### src/rtl/snoop_pkg.sv
// Shared types and instruction-field layout helpers for the snoop-bus request port.
// Instruction layout, MSB first: {id, write, read, tag, data}.
package snoop_pkg;

  typedef enum logic [1:0] {
    ST_IDLE,
    ST_REQ,
    ST_ISSUE,
    ST_WAIT
  } state_e;

  typedef struct packed {
    logic write;
    logic read;
  } op_cmd_t;

  function automatic int tag_lsb(input int data_w);
    return data_w;
  endfunction

  function automatic int rd_bit(input int tag_w, input int data_w);
    return tag_w + data_w;
  endfunction

  function automatic int wr_bit(input int tag_w, input int data_w);
    return tag_w + data_w + 1;
  endfunction

  function automatic int id_lsb(input int tag_w, input int data_w);
    return tag_w + data_w + 2;
  endfunction

  function automatic int instr_w(input int id_w, input int tag_w, input int data_w);
    return id_w + 2 + tag_w + data_w;
  endfunction

endpackage

### src/rtl/cpu_req_port_if.sv
// Instruction, snoop-bus and read-result signals of one CPU request port.
// master: the port itself; slave: the instruction source / bus side.
interface cpu_req_port_if #(
  parameter int ID_W   = 2,
  parameter int TAG_W  = 12,
  parameter int DATA_W = 16
);
  import snoop_pkg::*;

  localparam int INSTR_W = instr_w(ID_W, TAG_W, DATA_W);

  logic [INSTR_W-1:0] instruction;
  logic               instr_valid;
  logic               instr_ready;
  logic               bus_req;
  logic               bus_gnt;
  logic               writeOut;
  logic               readOut;
  logic [TAG_W-1:0]   tagOut;
  logic [DATA_W-1:0]  dataOut;
  logic               result_valid;
  logic [TAG_W-1:0]   result_tag;
  logic [DATA_W-1:0]  result_data;
  logic               rd_valid;
  logic [DATA_W-1:0]  rd_data;
  logic               err;

  modport master (
    input  instruction, instr_valid, bus_gnt, result_valid, result_tag, result_data,
    output instr_ready, bus_req, writeOut, readOut, tagOut, dataOut, rd_valid, rd_data, err
  );

  modport slave (
    output instruction, instr_valid, bus_gnt, result_valid, result_tag, result_data,
    input  instr_ready, bus_req, writeOut, readOut, tagOut, dataOut, rd_valid, rd_data, err
  );

endinterface

### src/rtl/snoop_fifo.sv
// Small synchronous FIFO (power-of-two DEPTH) holding decoded operations.
// Push and pop in the same cycle both take effect; no bypass from push to pop.
module snoop_fifo #(
  parameter int DEPTH = 4,
  parameter int WIDTH = 8
) (
  input  logic             clock,
  input  logic             reset_n,
  input  logic             push_i,
  input  logic [WIDTH-1:0] wdata_i,
  input  logic             pop_i,
  output logic [WIDTH-1:0] rdata_o,
  output logic             full_o,
  output logic             empty_o
);

  localparam int PtrW = $clog2(DEPTH);
  localparam int CntW = PtrW + 1;

  logic [WIDTH-1:0] mem_q [DEPTH];
  logic [PtrW-1:0]  wr_ptr_q, rd_ptr_q;
  logic [CntW-1:0]  count_q;
  logic             do_push, do_pop;

  assign full_o  = (count_q == CntW'(DEPTH));
  assign empty_o = (count_q == '0);
  assign do_push = push_i && !full_o;
  assign do_pop  = pop_i && !empty_o;
  assign rdata_o = mem_q[rd_ptr_q];

  // NOTE: storage is not reset; the count alone decides which entries are valid.
  always_ff @(posedge clock) begin
    if (do_push) mem_q[wr_ptr_q] <= wdata_i;
  end

  // NOTE: sequential state uses non-blocking assignments so every flop samples pre-edge values.
  always_ff @(posedge clock or negedge reset_n) begin
    if (!reset_n) begin
      wr_ptr_q <= '0;
      rd_ptr_q <= '0;
      count_q  <= '0;
    end else begin
      if (do_push) wr_ptr_q <= wr_ptr_q + PtrW'(1);
      if (do_pop)  rd_ptr_q <= rd_ptr_q + PtrW'(1);
      case ({do_push, do_pop})
        2'b10:   count_q <= count_q + CntW'(1);
        2'b01:   count_q <= count_q - CntW'(1);
        default: count_q <= count_q;
      endcase
    end
  end

endmodule

### src/rtl/cpu_req_port.sv
// Per-CPU snoop-bus request port: claims instructions for CPU_ID, queues them, and
// issues one bus transaction each. Optional read timeout: CPU_REQ_PORT_TIMEOUT_EN.
module cpu_req_port
  import snoop_pkg::*;
#(
  parameter int CPU_ID  = 1,
  parameter int ID_W    = 2,
  parameter int TAG_W   = 12,
  parameter int DATA_W  = 16,
  parameter int DEPTH   = 4,
  parameter int TIMEOUT = 16
) (
  input logic          clock,
  input logic          reset_n,
  cpu_req_port_if.master bus
);

  localparam int TagLsb = tag_lsb(DATA_W);
  localparam int RdBit  = rd_bit(TAG_W, DATA_W);
  localparam int WrBit  = wr_bit(TAG_W, DATA_W);
  localparam int IdLsb  = id_lsb(TAG_W, DATA_W);

  typedef struct packed {
    op_cmd_t           cmd;
    logic [TAG_W-1:0]  tag;
    logic [DATA_W-1:0] data;
  } op_t;

  state_e            state_q, state_d;
  op_t               op_q, op_d;
  op_t               push_op, fifo_head;
  logic              rd_valid_q, rd_valid_d;
  logic [DATA_W-1:0] rd_data_q, rd_data_d;
  logic              err_q, err_d;
  logic              fifo_full, fifo_empty, pop, push, fire, issuing;

  // Fired instructions not addressed to us, or without exactly one command bit, are dropped.
  assign push_op.cmd.write = bus.instruction[WrBit];
  assign push_op.cmd.read  = bus.instruction[RdBit];
  assign push_op.tag       = bus.instruction[TagLsb +: TAG_W];
  assign push_op.data      = bus.instruction[DATA_W-1:0];
  assign fire = bus.instr_valid && bus.instr_ready;
  assign push = fire && (bus.instruction[IdLsb +: ID_W] == ID_W'(CPU_ID))
                     && (push_op.cmd.write ^ push_op.cmd.read);

  snoop_fifo #(.DEPTH(DEPTH), .WIDTH($bits(op_t))) u_fifo (
    .clock   (clock),
    .reset_n (reset_n),
    .push_i  (push),
    .wdata_i (push_op),
    .pop_i   (pop),
    .rdata_o (fifo_head),
    .full_o  (fifo_full),
    .empty_o (fifo_empty)
  );

`ifdef CPU_REQ_PORT_TIMEOUT_EN
  localparam int TimerW = $clog2(TIMEOUT + 1);
  logic [TimerW-1:0] timer_q, timer_d;
`else
  localparam int UnusedTimeout = TIMEOUT;
`endif

  // NOTE: every always_comb output gets a default first so no path can infer a latch.
  always_comb begin
    state_d    = state_q;
    op_d       = op_q;
    pop        = 1'b0;
    rd_valid_d = 1'b0;
    rd_data_d  = rd_data_q;
    err_d      = 1'b0;
`ifdef CPU_REQ_PORT_TIMEOUT_EN
    timer_d    = timer_q;
`endif
    case (state_q)
      ST_IDLE: begin
        if (!fifo_empty) begin
          pop     = 1'b1;
          op_d    = fifo_head;
          state_d = ST_REQ;
        end
      end
      ST_REQ: begin
        if (bus.bus_gnt) state_d = ST_ISSUE;
      end
      ST_ISSUE: begin
        state_d = op_q.cmd.read ? ST_WAIT : ST_IDLE;
`ifdef CPU_REQ_PORT_TIMEOUT_EN
        timer_d = '0;
`endif
      end
      ST_WAIT: begin
        // A match on the last allowed cycle takes priority over the timeout.
        if (bus.result_valid && (bus.result_tag == op_q.tag)) begin
          rd_valid_d = 1'b1;
          rd_data_d  = bus.result_data;
          state_d    = ST_IDLE;
        end
`ifdef CPU_REQ_PORT_TIMEOUT_EN
        else if (timer_q == TimerW'(TIMEOUT - 1)) begin
          err_d   = 1'b1;
          state_d = ST_IDLE;
        end else begin
          timer_d = timer_q + TimerW'(1);
        end
`endif
      end
      default: state_d = ST_IDLE;
    endcase
  end

  always_ff @(posedge clock or negedge reset_n) begin
    if (!reset_n) begin
      state_q    <= ST_IDLE;
      op_q       <= '0;
      rd_valid_q <= 1'b0;
      rd_data_q  <= '0;
      err_q      <= 1'b0;
`ifdef CPU_REQ_PORT_TIMEOUT_EN
      timer_q    <= '0;
`endif
    end else begin
      state_q    <= state_d;
      op_q       <= op_d;
      rd_valid_q <= rd_valid_d;
      rd_data_q  <= rd_data_d;
      err_q      <= err_d;
`ifdef CPU_REQ_PORT_TIMEOUT_EN
      timer_q    <= timer_d;
`endif
    end
  end

  assign issuing         = (state_q == ST_ISSUE);
  assign bus.instr_ready = !fifo_full;
  assign bus.bus_req     = (state_q == ST_REQ) || issuing;
  assign bus.writeOut    = issuing && op_q.cmd.write;
  assign bus.readOut     = issuing && op_q.cmd.read;
  assign bus.tagOut      = issuing ? op_q.tag : '0;
  assign bus.dataOut     = (issuing && op_q.cmd.write) ? op_q.data : '0;
  assign bus.rd_valid    = rd_valid_q;
  assign bus.rd_data     = rd_data_q;
  assign bus.err         = err_q;

endmodule
### src/flat_wrapper.sv
// flat-port wrapper written by rule: the top's interface ports become plain ports
module cpu_req_port_flat import snoop_pkg::*;
#(
  parameter int CPU_ID  = 1,
  parameter int ID_W    = 2,
  parameter int TAG_W   = 12,
  parameter int DATA_W  = 16,
  parameter int DEPTH   = 4,
  parameter int TIMEOUT = 16
)
  (clock, reset_n, bus_instruction, bus_instr_valid, bus_bus_gnt, bus_result_valid, bus_result_tag, bus_result_data, bus_instr_ready, bus_bus_req, bus_writeOut, bus_readOut, bus_tagOut, bus_dataOut, bus_rd_valid, bus_rd_data, bus_err);
  cpu_req_port_if #(.ID_W(ID_W), .TAG_W(TAG_W), .DATA_W(DATA_W)) bus_i ();
  input logic clock;
  input logic reset_n;
  input wire logic [$bits(bus_i.instruction)-1:0] bus_instruction;
  input wire logic [$bits(bus_i.instr_valid)-1:0] bus_instr_valid;
  input wire logic [$bits(bus_i.bus_gnt)-1:0] bus_bus_gnt;
  input wire logic [$bits(bus_i.result_valid)-1:0] bus_result_valid;
  input wire logic [$bits(bus_i.result_tag)-1:0] bus_result_tag;
  input wire logic [$bits(bus_i.result_data)-1:0] bus_result_data;
  output wire logic [$bits(bus_i.instr_ready)-1:0] bus_instr_ready;
  output wire logic [$bits(bus_i.bus_req)-1:0] bus_bus_req;
  output wire logic [$bits(bus_i.writeOut)-1:0] bus_writeOut;
  output wire logic [$bits(bus_i.readOut)-1:0] bus_readOut;
  output wire logic [$bits(bus_i.tagOut)-1:0] bus_tagOut;
  output wire logic [$bits(bus_i.dataOut)-1:0] bus_dataOut;
  output wire logic [$bits(bus_i.rd_valid)-1:0] bus_rd_valid;
  output wire logic [$bits(bus_i.rd_data)-1:0] bus_rd_data;
  output wire logic [$bits(bus_i.err)-1:0] bus_err;
  assign bus_i.instruction = bus_instruction;
  assign bus_i.instr_valid = bus_instr_valid;
  assign bus_i.bus_gnt = bus_bus_gnt;
  assign bus_i.result_valid = bus_result_valid;
  assign bus_i.result_tag = bus_result_tag;
  assign bus_i.result_data = bus_result_data;
  assign bus_instr_ready = bus_i.instr_ready;
  assign bus_bus_req = bus_i.bus_req;
  assign bus_writeOut = bus_i.writeOut;
  assign bus_readOut = bus_i.readOut;
  assign bus_tagOut = bus_i.tagOut;
  assign bus_dataOut = bus_i.dataOut;
  assign bus_rd_valid = bus_i.rd_valid;
  assign bus_rd_data = bus_i.rd_data;
  assign bus_err = bus_i.err;
  cpu_req_port #(.CPU_ID(CPU_ID), .ID_W(ID_W), .TAG_W(TAG_W), .DATA_W(DATA_W), .DEPTH(DEPTH), .TIMEOUT(TIMEOUT)) u_core (.clock(clock), .reset_n(reset_n), .bus(bus_i));
endmodule
### config.mk
export PLATFORM = sky130hd
export DESIGN_NAME = cpu_req_port_flat
export DESIGN_NICKNAME = d
export VERILOG_FILES = /design/src/rtl/snoop_pkg.sv /design/src/rtl/cpu_req_port_if.sv /design/src/rtl/snoop_fifo.sv /design/src/rtl/cpu_req_port.sv /design/src/flat_wrapper.sv
export SDC_FILE = /design/constraint.sdc
export NUM_CORES = 1
export LEC_CHECK = 0
export ABC_AREA = 1
export CAP_MARGIN = 30
export CELL_PAD_IN_SITES_DETAIL_PLACEMENT = 0
export CELL_PAD_IN_SITES_GLOBAL_PLACEMENT = 1
export CORE_MARGIN = 3
export CORE_UTILIZATION = 39
export CTS_BUF_LIST = sky130_fd_sc_hd__clkbuf_8
export CTS_CLUSTER_DIAMETER = 100
export DETAILED_ROUTE_END_ITERATION = 10
export GPL_TIMING_DRIVEN = 0
export MAX_ROUTING_LAYER = met4
export PLACE_DENSITY = 0.8
export SYNTH_ARGS = -nofsm -noshare
export SYNTH_HDL_FRONTEND = slang
export SYNTH_SLANG_ARGS = --single-unit
### constraint.sdc
create_clock -name clock -period 2.4 [get_ports clock]
set_input_delay 0.24 -clock clock [delete_from_list [all_inputs] [get_ports clock]]
set_output_delay 0.24 -clock clock [all_outputs]
set_load 0.02 [all_outputs]
==> flow_summary.ini <==
[clocking]
cts_tree = yes
root_buffer = clkbuf_8
cts_htree_levels = 4
worstSkewPairLatency_ns = 0.45
cts-buffers-inserted = 17
path_clk_slew_ns = 0.09
cts_max_path_buffers = 2
clock-sinks = 176

[floorplan]
initial_utilization_pct = 40.3
placementRows = 49
die_w_um = 143
die_area_um2 = 20600
fp.coreArea_um2 = 18300
die_h_um = 143
io_pins = 115

[critical_path]
crit_fanout = 10
slowest_delay_ns = 0.45
rrSetupSlack_ns = 0.22
cp_cell_sequence = inv_2, ha_4, nand2_4, clkbuf_4, nor2_1, dlygate4sd2_1
cpMaxStageDelayCell = dfrtp_1
cp.arrival_ns = 2.02
cp_top_family = buffers and inverters
worstSetupStartpointType = flip-flop
r2r-end = u_core.u_fifo.count_q[2]
path_class = reg2out
r2r_cells = 10
path_buf_inv = 3
crit_required_ns = 2.16
r2r_start = u_core.state_q[0]
cp-end-kind = output pin

[synthesis]
synth_nets = 755
synth_most_common_cell = edfxtp_1
ys_warn_count = 0
ys_seq_elements = 176
syn_avg_cell_area_um2 = 10.8
ys.flop_type = edfxtp_1
synth_edf_count = 120
async_reset_ff_share_pct = 31.8
yosys-top-cells-count = edfxtp_1, nand2_1, nor2_1
ys_types = 30
yosys.area.top_type = edfxtp_1
seq_area_frac_synth_pct = 68.0
synthTopCellsByArea = edfxtp_1, dfrtp_1, nand2_1
synth_top_area_share_pct = 49.0
syn-cell-area_um2 = 7360
synth_cells = 679

[routing]
wire_per_inst_um = 16.0
wirelength_um = 17000
dr.pass1.iters = 5
drc_errors = 0
initialDrtViolationCount = 411
via_per_inst = 4.84
via_count = 5134
final_antenna_net_count = 0

[sta]
max_freq_mhz = 443
max_slew_margin_pct = 47.9
hold_violations = 0
worst_pin_slew_ns = 0.782
drv_slew = 0
tns_ns = 0
clock_skew_ns = 0.0111
final.period_utilization_pct = 94.0
setup_viol = 0
min_period_ns = 2.26
hold_ws_ns = 0.349

[grt]
antenna_found_initial = 0
track_usage_pct = 17.5
grt_max_degree = 57
grt_pass1_wl_um = 26600
grt-ovfl-total = 0
grt_pass1_vias = 5020

[job]
cap_violations = 0

[layout]
area_growth_pct = 27.1
drive_gt1_share_pct = 8.18
fill_cells = 1639
register_area_um2 = 5000
antenna_cells = 0
multi_input_area_um2 = 2000
nNetsFinal = 894

[pwr]
power.static_leakage_uw = 0.00383
vdd_drop_max_mv = 0.511
power_density_nw_per_um2 = 1020

[hold_path]
min_path_type = in2reg
hold_end = u_core.bus.rd_data[15]
min_path_cells = 3
min-delay-start = bus_result_data[15]

[placed_design]
dp_hpwl_um = 11400
place_congestion = 0.791
numPortBuffers = 113

[run_status]
outcome = complete, no violations
cell families after synthesis:
family	Yosys count	synth area share (%)
buffers and inverters	105	5.61
DFF	176	68.0
adders and majority gates	11	1.97
xor gates and xnor gates	8	0.952
and+or+nand+nor	253	14.4
other	1	0.0510
AOI/OAI and AO/OA	125	9.03
timing repair:
action	in CTS	in global routing
hold buffers	1	0
buffers inserted	0	3
pin swaps	0	0
endpoints found under the hold margin	56	0
gates resized for setup	39	13
setup endpoints to repair	32	9
worst register-to-register path: stages, from the launching register on:
cell and delay, ns:
dfrtp_1 0.45, inv_2 0.13, ha_1 0.17, nand2_1 0.14, clkinv_4 0.12, ha_1 0.15
inv_1 0.07, fa_1 0.43, a21oi_1 0.15, o21ai_0 0.13, xor2_1 0.16
metrics by stage:
| stage | util (%) | instances | total power, uW | setup WS [ns] | area, um^2 |
|---|---|---|---|---|---|
| global placement | 48.0 | 1021 | 7440 | -1.68 | 8780 |
| finish | 51.2 | 1060 | 9540 | 0.144 | 9350 |
| floorplan | - | 679 | 6190 | -0.231 | 7360 |
| detailed placement | 48.8 | 1025 | 7530 | -0.439 | 8910 |
| global route | 51.2 | 1060 | 10300 | -0.00290 | 9350 |
| CTS | 51.1 | 1057 | 9590 | 0.0600 | 9330 |
worst max-delay path by stage:
| stage | slack (ns) | from | depth (start not counted) | end |
|---|---|---|---|---|
| finish | 0.14 | u_core.state_q[0] | 6 | bus_dataOut[8] |
| CTS | 0.06 | u_core.state_q[0] | 6 | bus_dataOut[11] |
| detailed placement | -0.44 | u_core.state_q[0] | 11 | u_core.u_fifo.count_q[2] |
| global placement | -1.68 | bus_instruction[29] | 4 | u_core.u_fifo.mem_q[3][21] |
| floorplan | -0.23 | u_core.u_fifo.count_q[0] | 4 | u_core.u_fifo.mem_q[0][0] |
| global route | -0.003 | u_core.state_q[0] | 10 | u_core.u_fifo.count_q[2] |
where the power goes:
group / switching (uW) / internal [uW] / total, uW
clock network: 1080 / 1000 / 2080
registers: 220 / 3660 / 3880
logic: 2350 / 1230 / 3580
sequential cells by signal (all words and copies together) (netlist names):
register,count
u_core.bus.rd_valid,1
u_core.op_q,30
u_core.bus.rd_data,16
u_core.u_fifo.mem_q,120
u_core.u_fifo.count_q,3
u_core.u_fifo.rd_ptr_q,2
u_core.state_q,2
u_core.u_fifo.wr_ptr_q,2
area by class of cell:
type	instances	share of cell area [%]
clock inverter	13	1.59
tap	229	3.06
clock buffer	19	2.80
buffer	32	1.57
timing repair buffer	121	13.1
inverter	72	2.94
sequential	176	53.5
multi-input combinational	398	21.4
layout by cell type, fill, tap and decap left out, types with 2 or more instances in the layout:
cell type / n
o22ai_1: 28
inv_6: 4
o21ai_0: 85
or2_2: 2
clkbuf_2: 3
nand2_1: 116
o21ai_1: 7
nor2_1: 99
a31oi_1: 3
clkdlybuf4s15_1: 5
dlygate4sd2_1: 19
a21oi_1: 2
inv_2: 4
dfrtp_1: 56
clkbuf_8: 19
bufinv_16: 2
clkbuf_4: 2
inv_1: 67
ha_1: 9
nor2_4: 5
clkdlybuf4s50_1: 85
clkinv_4: 4
edfxtp_1: 120
buf_16: 3
nand4_1: 17
xnor2_1: 3
clkbuf_1: 23
nand3_4: 2
nand3_1: 7
buf_4: 7
buf_1: 3
xor2_1: 5
per-layer routing:
layer  share of wire [%]  wire length [um]  track usage, %
met1                  46              7740            23.7
met2                  48              8080            27.3
met3                 5.7               970            3.36
met4                 1.0               170            4.46
met5                   0                 0               -
(Power assumes the default switching activity.)
